### config.mk
export PLATFORM = sky130hd
export DESIGN_NAME = sa_ctrl
export DESIGN_NICKNAME = d
export VERILOG_FILES = /design/src/rtl/sa_ctrl.sv
export SDC_FILE = /design/constraint.sdc
export NUM_CORES = 1
export LEC_CHECK = 0
export CAP_MARGIN = 5
export CORE_ASPECT_RATIO = 0.9
export CORE_MARGIN = 2
export CORE_UTILIZATION = 30
export CTS_CLUSTER_SIZE = 20
export DETAILED_ROUTE_END_ITERATION = 6
export GPL_TIMING_DRIVEN = 0
export REMOVE_ABC_BUFFERS = 1
export SLEW_MARGIN = 0
export SYNTH_ARGS = -nofsm -noshare
export SYNTH_HDL_FRONTEND = slang
export SYNTH_SLANG_ARGS = --single-unit
export TNS_END_PERCENT = 10
### constraint.sdc
create_clock -name clk -period 7.2 [get_ports clk]
set_clock_uncertainty 0.2 [all_clocks]
set_input_delay 1.8 -clock clk [delete_from_list [all_inputs] [get_ports clk]]
set_output_delay 1.8 -clock clk [all_outputs]
set_load 0.1 [all_outputs]
### src/rtl/sa_ctrl.sv
`default_nettype none
// ============================================================================
// Module   : sa_ctrl
// Brief    : Job sequencer for a systolic matmul array: buffers B, replays it
//            in reverse row order, streams A and forwards C rows.
// Revision : 1.0
// ============================================================================
module sa_ctrl #(
    parameter int WIDTH   = 16,
    parameter int SIZE    = 2,
    parameter int CNT_W   = 8,
    parameter int TIMEOUT = 64
) (
    input  logic                  clk,
    input  logic                  rst,
    input  logic                  i_start,
    input  logic                  i_keep_b,
    input  logic [CNT_W-1:0]      i_n_a,
    output logic                  o_busy,
    output logic                  o_done,
    output logic                  o_err,
    input  logic                  i_row_vld,
    output logic                  o_row_rdy,
    input  logic [SIZE*WIDTH-1:0] i_row_data,
    output logic                  o_sa_we,
    output logic                  o_sa_a_vld,
    output logic                  o_sa_c_vld,
    output logic [SIZE*WIDTH-1:0] o_sa_a_rows,
    input  logic                  i_sa_c_vld,
    input  logic [SIZE*WIDTH-1:0] i_sa_c_rows,
    output logic                  o_c_vld,
    output logic [SIZE*WIDTH-1:0] o_c_rows,
    output logic                  o_c_last
);
    localparam int ROW_W = SIZE * WIDTH;
    localparam int IDX_W = (SIZE > 1) ? $clog2(SIZE) : 1;
    localparam int TMO_W = $clog2(TIMEOUT + 1);
    localparam logic [IDX_W-1:0] IDX_LAST = IDX_W'(SIZE - 1);
    localparam logic [TMO_W-1:0] TMO_LAST = TMO_W'(TIMEOUT - 1);

    typedef enum logic [2:0] {
        S_IDLE     = 3'd0,
        S_LOAD_B   = 3'd1,
        S_ISSUE_B  = 3'd2,
        S_STREAM_A = 3'd3,
        S_DRAIN    = 3'd4
    } state_t;

    state_t             state_q, state_d;
    logic               b_loaded_q, b_loaded_d;
    logic [CNT_W-1:0]   n_q, n_d;
    logic [CNT_W-1:0]   a_sent_q, a_sent_d;
    logic [CNT_W-1:0]   c_cnt_q, c_cnt_d;
    logic [IDX_W-1:0]   idx_q, idx_d;
    logic [TMO_W-1:0]   tmo_q, tmo_d;
    logic               done_q, done_d;
    logic               err_q, err_d;
    logic               sa_we_q, sa_we_d;
    logic               sa_a_vld_q, sa_a_vld_d;
    logic               sa_c_vld_q, sa_c_vld_d;
    logic [ROW_W-1:0]   sa_rows_q, sa_rows_d;
    logic [ROW_W-1:0]   b_buf_q [SIZE];

    logic               w_c_win;
    logic               w_c_acc;
    logic [IDX_W-1:0]   w_issue_idx;

    // Result rows are only accepted while a job is collecting and short of n.
    assign w_c_win     = (state_q == S_STREAM_A) || (state_q == S_DRAIN);
    assign w_c_acc     = w_c_win && i_sa_c_vld && (c_cnt_q < n_q);
    assign w_issue_idx = IDX_LAST - idx_q;

    assign o_busy      = (state_q != S_IDLE);
    assign o_done      = done_q;
    assign o_err       = err_q;
    assign o_sa_we     = sa_we_q;
    assign o_sa_a_vld  = sa_a_vld_q;
    assign o_sa_c_vld  = sa_c_vld_q;
    assign o_sa_a_rows = sa_rows_q;
    assign o_c_vld     = w_c_acc;
    assign o_c_rows    = w_c_win ? i_sa_c_rows : '0;
    assign o_c_last    = w_c_acc && (c_cnt_q == n_q - CNT_W'(1));

    always_comb begin
        state_d    = state_q;
        b_loaded_d = b_loaded_q;
        n_d        = n_q;
        a_sent_d   = a_sent_q;
        c_cnt_d    = c_cnt_q;
        idx_d      = idx_q;
        tmo_d      = tmo_q;
        done_d     = 1'b0;
        err_d      = 1'b0;
        sa_we_d    = 1'b0;
        sa_a_vld_d = 1'b0;
        sa_c_vld_d = 1'b0;
        sa_rows_d  = '0;
        o_row_rdy  = 1'b0;

        case (state_q)
            S_IDLE: begin
                if (i_start) begin
                    n_d      = i_n_a;
                    a_sent_d = '0;
                    c_cnt_d  = '0;
                    idx_d    = '0;
                    tmo_d    = '0;
                    if (i_n_a == '0) begin
                        done_d = 1'b1;
                    end else if (i_keep_b && b_loaded_q) begin
                        state_d = S_STREAM_A;
                    end else begin
                        state_d    = S_LOAD_B;
                        b_loaded_d = 1'b0;
                    end
                end
            end
            S_LOAD_B: begin
                o_row_rdy = 1'b1;
                if (i_row_vld) begin
                    idx_d = idx_q + IDX_W'(1);
                    if (idx_q == IDX_LAST) begin
                        idx_d   = '0;
                        state_d = S_ISSUE_B;
                    end
                end
            end
            S_ISSUE_B: begin
                // Reverse order: the array shifts weights in, so the last row goes first.
                sa_we_d    = 1'b1;
                sa_a_vld_d = 1'b1;
                sa_rows_d  = b_buf_q[w_issue_idx];
                idx_d      = idx_q + IDX_W'(1);
                if (idx_q == IDX_LAST) begin
                    idx_d      = '0;
                    state_d    = S_STREAM_A;
                    b_loaded_d = 1'b1;
                end
            end
            S_STREAM_A: begin
                o_row_rdy = (a_sent_q < n_q);
                if (o_row_rdy && i_row_vld) begin
                    sa_a_vld_d = 1'b1;
                    sa_c_vld_d = 1'b1;
                    sa_rows_d  = i_row_data;
                    a_sent_d   = a_sent_q + CNT_W'(1);
                    if (a_sent_q == n_q - CNT_W'(1)) begin
                        state_d = S_DRAIN;
                    end
                end
            end
            S_DRAIN: begin
                if (w_c_acc) begin
                    tmo_d = '0;
                end else begin
                    tmo_d = tmo_q + TMO_W'(1);
                    if (tmo_q == TMO_LAST) begin
                        state_d    = S_IDLE;
                        done_d     = 1'b1;
                        err_d      = 1'b1;
                        b_loaded_d = 1'b0;
                    end
                end
            end
            default: state_d = S_IDLE;
        endcase

        if (w_c_acc) begin
            c_cnt_d = c_cnt_q + CNT_W'(1);
            if (o_c_last) begin
                state_d = S_IDLE;
                done_d  = 1'b1;
                err_d   = 1'b0;
            end
        end
    end

    always_ff @(posedge clk) begin
        if (rst) begin
            state_q    <= S_IDLE;
            b_loaded_q <= 1'b0;
            n_q        <= '0;
            a_sent_q   <= '0;
            c_cnt_q    <= '0;
            idx_q      <= '0;
            tmo_q      <= '0;
            done_q     <= 1'b0;
            err_q      <= 1'b0;
            sa_we_q    <= 1'b0;
            sa_a_vld_q <= 1'b0;
            sa_c_vld_q <= 1'b0;
            sa_rows_q  <= '0;
        end else begin
            state_q    <= state_d;
            b_loaded_q <= b_loaded_d;
            n_q        <= n_d;
            a_sent_q   <= a_sent_d;
            c_cnt_q    <= c_cnt_d;
            idx_q      <= idx_d;
            tmo_q      <= tmo_d;
            done_q     <= done_d;
            err_q      <= err_d;
            sa_we_q    <= sa_we_d;
            sa_a_vld_q <= sa_a_vld_d;
            sa_c_vld_q <= sa_c_vld_d;
            sa_rows_q  <= sa_rows_d;
        end
    end

    // B buffer holds data only; it is never read before being rewritten after reset.
    always_ff @(posedge clk) begin
        if (state_q == S_LOAD_B && i_row_vld) begin
            b_buf_q[idx_q] <= i_row_data;
        end
    end

endmodule
`default_nettype wire

==> impl_metrics.csv, run 1 <==
group,metric,value,unit
run_status,status,"finished clean",
pwr,power_switching_share,24.4,%
setup_path,arrival,4.89,ns
global_route,grt_pass1_vias,4859,
pwr,peakVddDrop,148,uV
global_route,grt_first_pass_wirelength,25600,um
pwr,leakage,0.00295,uW
timing,clock.fmax,0.145,GHz
synthesis,ys_ff_latch,137,
pwr,p_sw,468,uW
placed_design,placed_cell_area,8060,um^2
placed_design,globalplace.congestion,0.764,
timing,hold_viol,0,
min_path,min_path_cells,1,
synthesis,synth_enable_flop_cells,64,
global_route,overflow,0,
route,viasPerCell,4.81,
synthesis,yosysUniqueCellTypes,53,
global_route,grt_use_met2,24.2,%
die,die_y,141,um
synthesis,ys.flop_type,"dfxtp_1",
clock_network,cts_resized,0,
synthesis,yosysSeqAreaShare,54.1,%
synthesis,synth_top_area_cell,"edfxtp_1",
route,routedWlPerCell,15.5,um
timing,setup_viol,0,
pwr,p_per_area,221,nW/um^2
finish,design_area,8680,um^2
placed_design,portBuffers,150,
timing,grt_setup_unrepaired,"no",
route,firstDrtPassIters,4,
global_route,grtUsageTotal,14.8,%
timing,timing.setup.tns,0,ns
die,ioPinCount,151,
finish,fillers,1992,
timing,worst_slew_pin_slew,1.06,ns
clock_network,htreeDepth,4,
finish,nNetsFinal,855,
setup_path,reg2regPathDepth,7,
synthesis,syn_area_per_cell,10.2,um^2
synthesis,synthesis.area,6260,um^2
pwr,p_comb_share,9.7,%
die,rows,50,
clock_network,cts_root_buf,"clkbuf_16",
timing,fin_crit_sh,95.7,%
placed_design,dp_hpwl,11100,um
clock_network,clk_path_buf_depth,2,
setup_path,cp-end-kind,"output port",
finish,layout-drive-gt1-share,6.75,%
finish,syn_to_final_growth,38.7,%
pwr,p_seq_share,44.1,%
global_route,grt_max_degree,37,
pwr,p_int,1450,uW
clock_network,hold_buffers,0,
route,postRouteAntennaNets,0,
finish,diodes,0,
route,vias,4950,
pwr,clockPowerShare,46.2,%
global_route,grt_use_met3,4.18,%
clock_network,clk_pin_slew,0.06,ns
synthesis,synth_area_leaders,"edfxtp_1 31%, dfxtp_1 23%, a21oi_1 5.7%",
timing,fin_crit,6.89,ns
setup_path,crit_required,5.20,ns
global_route,grt_use_met1,19.3,%
setup_path,cp_max_fo,8,
synthesis,synth_top_area_share,30.7,%
synthesis,syn_inst,613,
timing,relSlewSlack,29.0,%
route,drc,0,
clock_network,cts_tree,"yes",
global_route,antenna_found_initial,0,
die,core_region_area,20600,um^2
min_path,min_path_type,"reg2reg",
synthesis,async_reset_ff_share,0,%
finish,final_cell_count_no_fill,1030,
route,drt_iter0_markers,249,
die,dieArea,22000,um^2
clock_network,cts_buffers,17,
global_route,busiest_layer,"met2",
run,drv_cap,0,
setup_path,setup.worst_path.class,"in2out",
finish,final_common_cell,"clkdlybuf4s50_1",
synthesis,yosysWarnings,0,
timing,final_max_slew_viol_count,0,
route,routed_wl,15900,um
die,start_util,30.3,%
clock_network,cts_sinks,137,
placed_design,placedCellCount,997,
clock_network,postCtsSetupRepairBufs,0,
setup_path,critPathLaunchType,"input pin",
die,die_width,156,um
clock_network,clk_latency,0.42,ns
finish,layout_common_cells,"150 x clkdlybuf4s50_1, 90 x nor2_1, 72 x dfxtp_1",
## area by class of cell
type                            count  area (um^2)  area share, %
Timing Repair Buffer              161         1620           18.7
Inverter                           14         52.6          0.606
Multi-Input combinational cell    426         2690           31.0
Clock inverter                     13          155           1.79
Tap cell                          260          325           3.75
Clock buffer                       19          443           5.10
Sequential cell                   137         3380           39.0
## worst paths after layout
check | endpoint | start | slack (ns)
min reg2reg | tmo_q[6] | tmo_q[6] | 0.30
max reg2reg | tmo_q[3] | state_q[2] | 4.02
min | tmo_q[6] | tmo_q[6] | 0.30
max | o_c_last | i_sa_c_vld | 0.31
## per-stage QoR
stage               utilization [%]  power (uW)  hold slack [ns]  setup slack [ns]
CTS                            42.0        1930            0.295             0.316
floorplan                         -         958            0.243              1.26
global route                   42.0        1990            0.350             0.246
finish                         42.0        1920            0.303             0.313
detailed placement             39.1        1050            0.279             0.340
global placement               38.4        1040            0.278             -1.88
## critical path: stages
cell             delay (ns)
clkdlybuf4s50_1        0.48
nand3b_1               0.11
or3_1                  0.53
a211o_1                0.35
or3_1                  0.40
inv_1                  0.07
clkdlybuf4s50_1        1.14
## state kept, by name (all words and copies together) (netlist names)
register and cells:
tmo_q 7, o_sa_c_vld 1, idx_q 1, state_q 3, c_cnt_q 8, o_sa_a_rows 32
o_sa_a_vld 1, o_done 1, o_err 1, b_buf_q 64, b_loaded_q 1, n_q 8
o_sa_we 1, a_sent_q 8
## routing by layer
layer	wire length, um	vias up
met5	0	-
met4	163	0
met3	640	12
met2	7630	96
met1	7500	2369
li1	-	2473
## synthesized netlist by cell type (all sizes together) (3+ instances only)
library cell and instances:
a31oi 3, mux2i 33, buf 8, and3 10, nand2b 4, a41oi 3
o21ai 12, nand3b 8, nand4 5, inv 14, or3 5, nor2b 35
nand3 8, a21oi 73, nor2 92, nor3b 5, nor4 5, dfxtp 73
ha 20, nor3 15, nor4b 3, xor2 4, edfxtp 64, o211ai 4
xnor2 15, o311a 3, nand2 33, clkbuf 28
## power groups by stage
stage               Clock, uW  Combinational, uW  Sequential (uW)
floorplan                   0               95.8              862
global placement            0                173              868
detailed placement          0                184              862
CTS                       900                185              845
global route              937                202              848
finish                    885                185              845
## kinds of logic after synthesis
kind of cell,share of synthesized area [%]
DFF,54.1
adders and majority gates,4.00
AOI/OAI and AO/OA,11.3
muxes,5.28
xor gates and xnor gates,3.38
buffers and inverters,3.32
and+or+nand+nor,18.6
Power figures use the tool's default switching activity.
==> run 2: changes to the inputs <==
--- a/constraint.sdc
+++ b/constraint.sdc
@@ -3,3 +3,3 @@
 set_input_delay 1.8 -clock clk [delete_from_list [all_inputs] [get_ports clk]]
 set_output_delay 1.8 -clock clk [all_outputs]
-set_load 0.1 [all_outputs]
+set_load 0.005 [all_outputs]
==> results of run 2 <==
Same layout as run 1 (identical final DEF). Status: finished clean.
Among the figures that moved: setup slack after placement 0.340 ns -> 0.972 ns; setup slack after layout 0.313 ns -> 0.946 ns; total power 1920 uW -> 1900 uW; worst IR drop on VDD 148 uV -> 140 uV
==> run 3: changes to the inputs <==
- PLACE_DENSITY: default -> 0.61
==> run 3 against run 2 <==
Register-to-register slack barely moved. Global-route usage shrank 0.071 points. Highest routed layer unchanged. Design area down 0.37%. Die area unchanged. Maximum frequency rose by 0.35%. Critical path depth unchanged. Combinational power is essentially flat. Non-clock buffer count unchanged. Sequential power hardly changed.
==> impl_metrics.csv, run 3 (synthesis results as in run 1) <==
group,metric,value,unit
setup_path,crit_required,5.20,ns
timing,hold_viol,0,
die,die_width,156,um
clock_network,cts_resized,0,
pwr,peakVddDrop,140,uV
clock_network,clk_latency,0.43,ns
run_status,status,"finished clean",
clock_network,postCtsSetupRepairBufs,0,
setup_path,crit-reg2reg-capture,"a_sent_q[0]",
timing,fin_crit,6.23,ns
global_route,grt_pass1_vias,4793,
min_path,holdPathEnd,"tmo_q[6]",
placed_design,placedCellCount,998,
pwr,leakage,0.00295,uW
min_path,min_path_type,"reg2reg",
setup_path,cp-end-kind,"output port",
route,routedWlPerCell,15.5,um
route,drt_iter0_markers,200,
setup_path,setup.worst_path.class,"in2out",
die,die_y,141,um
route,vias,4996,
placed_design,dp_hpwl,11100,um
finish,layout-drive-gt1-share,7.01,%
run,drv_cap,0,
clock_network,clk_pin_slew,0.07,ns
pwr,power_switching_share,26.2,%
finish,diodes,0,
setup_path,reg2reg_setup_slack,4.02,ns
clock_network,cts_root_buf,"clkbuf_16",
timing,fin_crit_sh,86.6,%
clock_network,hold_buffers,0,
die,core_region_area,20600,um^2
route,drc,0,
setup_path,arrival,4.23,ns
die,dieArea,22000,um^2
clock_network,clk_path_buf_depth,2,
route,viasPerCell,4.85,
clock_network,htreeDepth,4,
pwr,p_comb_share,9.1,%
pwr,p_seq_share,45.1,%
finish,largest_reg_flops,64,
route,firstDrtPassIters,4,
timing,relSlewSlack,33.2,%
timing,final_max_slew_viol_count,0,
min_path,hp-start,"tmo_q[6]",
finish,final_common_cell,"clkdlybuf4s50_1",
die,ioPinCount,151,
pwr,p_sw,491,uW
pwr,p_per_area,216,nW/um^2
clock_network,cts_sinks,137,
clock_network,cts_tree,"yes",
min_path,min_path_cells,1,
pwr,p_int,1380,uW
timing,grt_setup_unrepaired,"no",
finish,layout_common_cells,"149 x clkdlybuf4s50_1, 90 x nor2_1, 72 x dfxtp_1",
timing,clock.fmax,0.160,GHz
timing,worst_slew_pin_slew,0.998,ns
global_route,antenna_found_initial,0,
finish,syn_to_final_growth,38.2,%
setup_path,critPathLaunchType,"input pin",
finish,nNetsFinal,855,
setup_path,r2r_start,"n_q[4]",
clock_network,cts_buffers,17,
route,routed_wl,15900,um
global_route,overflow,0,
global_route,grt_first_pass_wirelength,25200,um
global_route,grt_max_degree,37,
setup_path,cp_max_fo,8,
finish,final_cell_count_no_fill,1030,
global_route,grtUsageTotal,14.7,%
route,postRouteAntennaNets,0,
die,rows,50,
placed_design,globalplace.congestion,0.791,
setup_path,reg2regPathDepth,7,
timing,setup_viol,0,
timing,timing.setup.tns,0,ns
placed_design,portBuffers,150,
die,start_util,30.3,%
finish,regMostFlops,"b_buf_q",
pwr,clockPowerShare,45.8,%
[run 3: worst max-delay path by stage]
stage / from / end / slack, ns / depth (start not counted)
after global placement: i_row_vld / b_buf_q[0][26] / -2.02 / 3
after floorplan: i_row_vld / b_buf_q[0][0] / 1.26 / 2
final: i_sa_c_vld / o_c_last / 0.97 / 7
after CTS: i_sa_c_vld / o_c_last / 0.96 / 7
after global routing: i_sa_c_vld / o_c_last / 0.84 / 7
after detailed placement: i_sa_c_vld / o_c_last / 0.97 / 7
[run 3: power groups by stage]
stage          Sequential (uW)  Combinational (uW)  Clock (uW)
2_1_floorplan              861                82.5           0
3_3_place_gp               868                 159           0
3_5_place_dp               862                 171           0
4_1_cts                    844                 172         871
5_1_grt                    846                 187         907
6_report                   844                 170         856
[run 3: area by class of cell]
| type | instances | area, um^2 |
|---|---|---|
| clock buffers | 17 | 425 |
| well taps | 260 | 325 |
| repair buffers | 161 | 1610 |
| clock inverters | 15 | 156 |
| multi-input cells | 426 | 2690 |
| fillers | 2040 | 12000 |
| flip-flops and latches | 137 | 3380 |
| inverters | 14 | 52.6 |
[run 3: metal layers]
layer | global-route usage (%) | share of wire (%) | up-vias
met5 | 0 | 0 | -
met4 | 4.68 | 1.2 | 0
met3 | 3.63 | 4.4 | 18
met2 | 24.5 | 49 | 91
met1 | 18.9 | 45 | 2408
li1 | - | - | 2479
[run 3: critical path: stages]
cell and delay [ns]:
clkdlybuf4s50_1 0.48, nand3b_1 0.10, or3_1 0.51, a211o_1 0.36
or3_1 0.39, inv_1 0.07, clkdlybuf4s50_1 0.51
[run 3: stage by stage]
| stage | hold WS [ns] | utilization [%] | instance area (um^2) | total power (uW) | worst slack [ns] |
|---|---|---|---|---|---|
| after detailed placement | 0.280 | 39.1 | 8070 | 1030 | 0.971 |
| final | 0.295 | 41.9 | 8640 | 1870 | 0.967 |
| after global placement | 0.272 | 38.4 | 7930 | 1030 | -2.02 |
| after CTS | 0.293 | 41.9 | 8650 | 1890 | 0.964 |
| after global routing | 0.319 | 41.9 | 8640 | 1940 | 0.841 |
| after floorplan | 0.243 | - | 6100 | 944 | 1.26 |
